### config.mk
export PLATFORM = sky130hd
export DESIGN_NAME = pc_unit
export DESIGN_NICKNAME = d
export VERILOG_FILES = /design/src/rtl/typedecode_pkg.sv /design/src/rtl/pc_unit_immgen.sv /design/src/rtl/pc_unit.sv
export SDC_FILE = /design/constraint.sdc
export NUM_CORES = 1
export LEC_CHECK = 0
export CAP_MARGIN = 40
export CORE_MARGIN = 8
export CORE_UTILIZATION = 35
export DETAILED_ROUTE_END_ITERATION = 6
export SYNTH_ARGS = -nofsm -noshare
export SYNTH_HDL_FRONTEND = slang
export SYNTH_SLANG_ARGS = --single-unit
### constraint.sdc
create_clock -name clk -period 4.27 [get_ports clk]
set_clock_uncertainty 0.2 [all_clocks]
set_input_delay 0.427 -clock clk [delete_from_list [all_inputs] [get_ports clk]]
set_output_delay 0.427 -clock clk [all_outputs]
set_load 0.02 [all_outputs]
### src/rtl/typedecode_pkg.sv
// Shared decode types for the fetch stage.
// Holds the decoded opcode set, the PC-unit state enum and the sequential PC step.
package typedecode;

  typedef enum logic [3:0] {
    OP_NOP,
    OP_ALU,
    OP_ALUI,
    OP_LOAD,
    OP_STORE,
    OP_BRANCH,
    OP_JAL,
    OP_JALR,
    OP_LUI,
    OP_AUIPC
  } opcodes_i;

  typedef enum logic [1:0] {
    RESET_S,
    RUN,
    TRAP
  } pc_state_e;

  localparam int PC_INCR = 4;

endpackage

### src/rtl/pc_unit_immgen.sv
// Immediate generator: extracts RV32 I, B and J immediates as 32-bit signed values.
// Widening to the PC width is left to the instantiating unit.
module immgen (
  input  logic [31:0] instruction_i,
  output logic [31:0] itypeimm,
  output logic [31:0] sbtypeimm,
  output logic [31:0] ujtypeimm
);

  // Opcode field is decoded elsewhere; only the immediate bits matter here.
  logic unused_opcode_bits;
  assign unused_opcode_bits = ^instruction_i[6:0];

  assign itypeimm  = {{20{instruction_i[31]}}, instruction_i[31:20]};
  assign sbtypeimm = {{19{instruction_i[31]}}, instruction_i[31], instruction_i[7],
                      instruction_i[30:25], instruction_i[11:8], 1'b0};
  assign ujtypeimm = {{11{instruction_i[31]}}, instruction_i[31], instruction_i[19:12],
                      instruction_i[20], instruction_i[30:21], 1'b0};

endmodule

### src/rtl/pc_unit.sv
// Program-counter unit: holds the fetch PC, selects the next PC from opcode/immediate,
// handles the imem handshake, external redirects and misaligned-target traps.
module pc_unit
  import typedecode::*;
#(
  parameter int              XLEN         = 32,
  parameter logic [XLEN-1:0] RESET_VECTOR = '0,
  parameter logic [XLEN-1:0] TRAP_VECTOR  = XLEN'(32'h100),
  parameter int              IALIGN       = 4
) (
  input  logic            clk,
  input  logic            reset,
  input  opcodes_i        opcodes,
  input  logic [31:0]     instruction_i,
  input  logic            branch_taken_i,
  input  logic [XLEN-1:0] rs1_i,
  input  logic            stall_i,
  input  logic            imem_ready_i,
  input  logic            flush_i,
  input  logic [XLEN-1:0] redirect_pc_i,
  output logic            imem_valid_o,
  output logic [XLEN-1:0] pc_o,
  output logic [XLEN-1:0] link_o,
  output logic            misalign_o,
  output logic [XLEN-1:0] trap_pc_o
);

  logic [31:0] itypeimm;
  logic [31:0] sbtypeimm;
  logic [31:0] ujtypeimm;

  immgen u_immgen (
    .instruction_i (instruction_i),
    .itypeimm      (itypeimm),
    .sbtypeimm     (sbtypeimm),
    .ujtypeimm     (ujtypeimm)
  );

  logic [XLEN-1:0] itype_x;
  logic [XLEN-1:0] sbtype_x;
  logic [XLEN-1:0] ujtype_x;

  assign itype_x  = XLEN'($signed(itypeimm));
  assign sbtype_x = XLEN'($signed(sbtypeimm));
  assign ujtype_x = XLEN'($signed(ujtypeimm));

  pc_state_e       state_reg, state_next;
  logic [XLEN-1:0] pc_reg, pc_next;
  logic [XLEN-1:0] trap_pc_reg, trap_pc_next;
  logic            misalign_reg;
  logic            valid_reg;

  logic [XLEN-1:0] seq_pc;
  logic [XLEN-1:0] jalr_sum;
  logic [XLEN-1:0] tgt;
  logic            tgt_misaligned;
  logic            advance;

  assign seq_pc   = pc_reg + XLEN'(PC_INCR);
  assign jalr_sum = rs1_i + itype_x;

  always_comb begin
    tgt = seq_pc;
    case (opcodes)
      OP_BRANCH: tgt = branch_taken_i ? (pc_reg + sbtype_x) : seq_pc;
      OP_JAL:    tgt = pc_reg + ujtype_x;
      OP_JALR:   tgt = {jalr_sum[XLEN-1:1], 1'b0};
      default:   tgt = seq_pc;
    endcase
  end

  // With 2-byte alignment every target is legal: bit0 is always zero by construction.
  assign tgt_misaligned = (IALIGN == 4) && tgt[1];
  assign advance        = imem_ready_i && !stall_i;

  always_comb begin
    state_next   = state_reg;
    pc_next      = pc_reg;
    trap_pc_next = trap_pc_reg;
    case (state_reg)
      RESET_S: begin
        state_next = RUN;
      end
      RUN: begin
        if (flush_i) begin
          pc_next = redirect_pc_i;
        end else if (advance) begin
          if (tgt_misaligned) begin
            state_next   = TRAP;
            trap_pc_next = pc_reg;
          end else begin
            pc_next = tgt;
          end
        end
      end
      TRAP: begin
        state_next = RUN;
        pc_next    = flush_i ? redirect_pc_i : TRAP_VECTOR;
      end
      default: begin
        state_next = RESET_S;
        pc_next    = RESET_VECTOR;
      end
    endcase
  end

  always_ff @(posedge clk) begin
    if (!reset) begin
      state_reg    <= RESET_S;
      pc_reg       <= RESET_VECTOR;
      trap_pc_reg  <= '0;
      misalign_reg <= 1'b0;
      valid_reg    <= 1'b0;
    end else begin
      state_reg    <= state_next;
      pc_reg       <= pc_next;
      trap_pc_reg  <= trap_pc_next;
      misalign_reg <= (state_next == TRAP);
      valid_reg    <= (state_next == RUN);
    end
  end

  assign pc_o         = pc_reg;
  assign link_o       = seq_pc;
  assign trap_pc_o    = trap_pc_reg;
  assign misalign_o   = misalign_reg;
  assign imem_valid_o = valid_reg;

endmodule
==> metrics list <==
- CTS built an H-tree with a depth of 3.
- Routability cong.: 0.953
- When the netlist entered floorplanning its net count stood at 1462.
- Drt first pass iters: 5
- Critical path arrival: around 3.4 ns
- Remaining number of nets flagged by the antenna check after routing: 0
- The worst register-to-register path begins at pc_o[1].
* Max_cap viols: 0
* Post-route fraction of the period consumed by the critical path: between 90% and 100%
- Longest Clk Path Bufs: 2
- Vias in the first global route: ~10k
- Clock-pin slew was measured on the worst setup and hold paths at about 0.060 ns.
- Die Height: between 150 and 200 µm
* Peak clock frequency supported by timing: between 0.2 and 0.25 GHz
* Clock Latency Late Sink: 0.33 ns
- Initial antenna violation count: 0
* Via total after detailed routing: about 11k
- Kind of cell adding the most delay to the critical path: simple AND/OR/NAND/NOR gates
* DRT iter0 DRCs: between 900 and 1k
- Gates resized during post-CTS repair numbered 0.
- Sequential area share after synthesis: ~15%
* Instance count along the most critical hold path: 2
- Area of the mapped netlist: roughly 8900 µm²
* Hold Buf Count CTS: 0
* Number of antenna diodes: 0
* Die Wd: 176 µm
- Traced cell by cell, the critical path runs through buf_4 > nand2_1 > nor2_1 > nand2_1 > nor4_1 > xor2_1 > clkdlybuf4s50_1.
- sky130_fd_sc_hd__nand2_1 is the most common cell in the netlist.
- Standard cell with the maximum stage delay on the critical path: sky130_fd_sc_hd__clkdlybuf4s50_1
- Area share of the largest cell type after synthesis: between 10% and 20%
* Slowest Stage Delay on Critical Path: approximately 0.74 ns
- Counting every instance in the synthesized netlist gives about 1.3k.
* IO Count: 204
- Setup repair after global routing left no endpoint under its margin.
* Post-synthesis cell type with the largest combined area: sky130_fd_sc_hd__dfxtp_1
- Using the TritonRoute via totals, the vias-per-cell ratio works out to 5.89.
- Total die area: slightly above 30000 µm²
- The initialized floorplan defines just under 60 standard-cell rows.
- Measured against its own limit, the worst slew margin works out to between 40% and 50%.
* Pre-CTS setup slack: approximately 0.15 ns
- Final Max Tran Viols: 0
* Hold_sp: trap_pc_o[15]
- Async SR Flop Fraction: 0%
- Total count of hold-check failures in the final report: 0
- Global Route Usage Sum: roughly 24%
- Largest net degree at the start of global routing: 46
* Post-DP HPWL: between 30000 and 40000 µm
- Ratio of total power to cell area: 195 nW/µm²
* Crit-path most repeated cell: sky130_fd_sc_hd__nand2_1
* Final worst path period need: 4.01 ns
- For hold timing, the worst endpoint is trap_pc_o[15].
* Worst hold-check path type: reg -> reg
- For the pin with the worst max-slew slack, the measured transition is a little under 0.8 ns.
- Wire length of the first global-routing pass: a little under 60000 µm
- The worst setup path is launched from a flop.
- Distinct cell type count after synthesis: 86
* P&R area growth vs syn: 31.1%
* Total core area: roughly 25000 µm²
- The Yosys step of the flow raised 0 warnings.
- At the worst endpoint, the required time is ~3.6 ns.
- Summed over all failing endpoints, the final setup total negative slack is 0 ns.
* Total routed wirelength: 38800 µm
- Avg WL per Cell: around 22 µm
- The average instance in the mapped netlist occupies around 7 µm².
- Among all flip-flop cells after synthesis, the most frequent one is sky130_fd_sc_hd__dfxtp_1.
* Total setup violations reported at the end of the flow: 0
- Max FO, Critical Path: 7
- Static leakage: approximately 4.5 nW
* TritonCTS clock tree: yes
* Reg2reg setup slack: approximately 0.49 ns
- Measured in cells, the most critical reg-to-reg path has a length of 15.
- Number of synthesized flops with an enable pin: 0
* Worst vdd ir: roughly 0.18 mV
* Buffer and inverter count on the worst path: 2
- Synthesis inferred between 60 and 70 register bits.
* Critical path class: reg -> out
- Effective utilization at floorplan: 35.5%
- PortBufs: ~200
- Number of DRC violations after detailed routing: 0
- Clock tree synthesis found a total of 68 sinks.
- The flow ran to the end, and the final reports show no timing, DRC or antenna violations.
* Fraction of final layout cells with drive strength greater than 1: approximately 7%
- Top cells by area in the synthesized netlist: sky130_fd_sc_hd__dfxtp_1 15%, sky130_fd_sc_hd__ha_1 11%, sky130_fd_sc_hd__a21oi_1 8.4%
* Post-CTS setup buffers: 0
* Kind of capture point of the worst setup path: output pin
* Total congestion overflow: 0
* Number of buffers created by CTS: 9
* Root buffer cell: sky130_fd_sc_hd__clkbuf_16
- The final layout contains ~1.7k nets.
* Worst reg2reg path endpoint: pc_o[27]
* Final WS setup: approximately 0.26 ns
* Post-synth top cells: 178 x sky130_fd_sc_hd__nand2_1, 150 x sky130_fd_sc_hd__a21oi_1, 98 x sky130_fd_sc_hd__nor2_1, 80 x sky130_fd_sc_hd__o21ai_0, 78 x sky130_fd_sc_hd__ha_1
cell type report:
class / instances / area, µm²
fill: 2616 / 13400
multi-input combinational: 1105 / 7090
timing repair buffer: 249 / 2350
sequential: 68 / 1360
tap: 330 / 413
clock buffer: 9 / 225
inverter: 31 / 116
clock inverter: 6 / 114
tightest hold or removal path, cell delays in order, from the launching register on:
cell and delay [ns]:
sky130_fd_sc_hd__dfxtp_1 0.30, sky130_fd_sc_hd__nand2_1 0.05, sky130_fd_sc_hd__a21oi_1 0.05
per-layer routing:
metal / vias up / part of all wire, % / track usage (%) / routed length (µm)
met3: 60 / 9.0 / 4.06 / 3500
li1: 5101 / - / - / -
met1: 4949 / 45 / 33.8 / 17500
met4: 0 / 2.5 / 7.17 / 985
met5: - / 0 / 0 / 0
met2: 475 / 43 / 37.2 / 16800
cells by family after synthesis:
logic type	after synthesis	synth area share [%]
AOI/OAI and AO/OA	453	33.0
xor gates and xnor gates	88	8.65
adders and majority gates	81	11.6
buffers and inverters	102	5.14
DFF	68	15.3
muxes	12	1.39
and+or+nand+nor	471	24.9
where the power goes:
group          total [W]  internal, W  switching (W)  leakage (nW)
Combinational   0.000778     0.000317       0.000461          3.76
Sequential      0.000650     0.000640      0.0000105         0.548
Clock           0.000854     0.000568       0.000286         0.158
worst max path at each step:
stage | slack, ns | startpoint | cells after the start | to
2_1_floorplan | 1.05 | pc_o[9] | 11 | pc_o[28]
3_3_place_gp | 0.24 | instruction_i[29] | 12 | pc_o[27]
3_5_place_dp | 0.15 | instruction_i[29] | 13 | pc_o[27]
4_1_cts | 0.34 | pc_o[2] | 7 | link_o[29]
5_1_grt | 0.07 | instruction_i[29] | 13 | pc_o[27]
6_report | 0.26 | pc_o[2] | 7 | link_o[29]
cell usage in the layout, fill, tap and decap left out, drive strengths merged, types with 14 or more instances in the layout:
master and instances:
clkdlybuf4s50 195, inv 31, nand4 20, a221oi 14, nand2 180, nor2 100
a21o 32, nand3 48, nor3 25, nand2b 19, dfxtp 68, ha 78
a31oi 16, buf 54, xnor2 49, xor2 39, a21oi 152, o211ai 16
o21ai 92, a211oi 17, a22oi 20
metrics by stage:
| step | power [W] | hold slack, ns | utilization (%) | instance area (µm²) | std cells |
|---|---|---|---|---|---|
| 2_1_floorplan | 0.00112 | 0.335 | - | 8910 | 1275 |
| 3_3_place_gp | 0.00142 | 0.243 | 45.2 | 11300 | 1783 |
| 3_5_place_dp | 0.00143 | 0.246 | 45.2 | 11300 | 1783 |
| 4_1_cts | 0.00228 | 0.254 | 46.5 | 11700 | 1798 |
| 5_1_grt | 0.00239 | 0.270 | 46.5 | 11700 | 1798 |
| 6_report | 0.00228 | 0.252 | 46.5 | 11700 | 1798 |
Note: power is estimated with default switching activity, not from simulation.
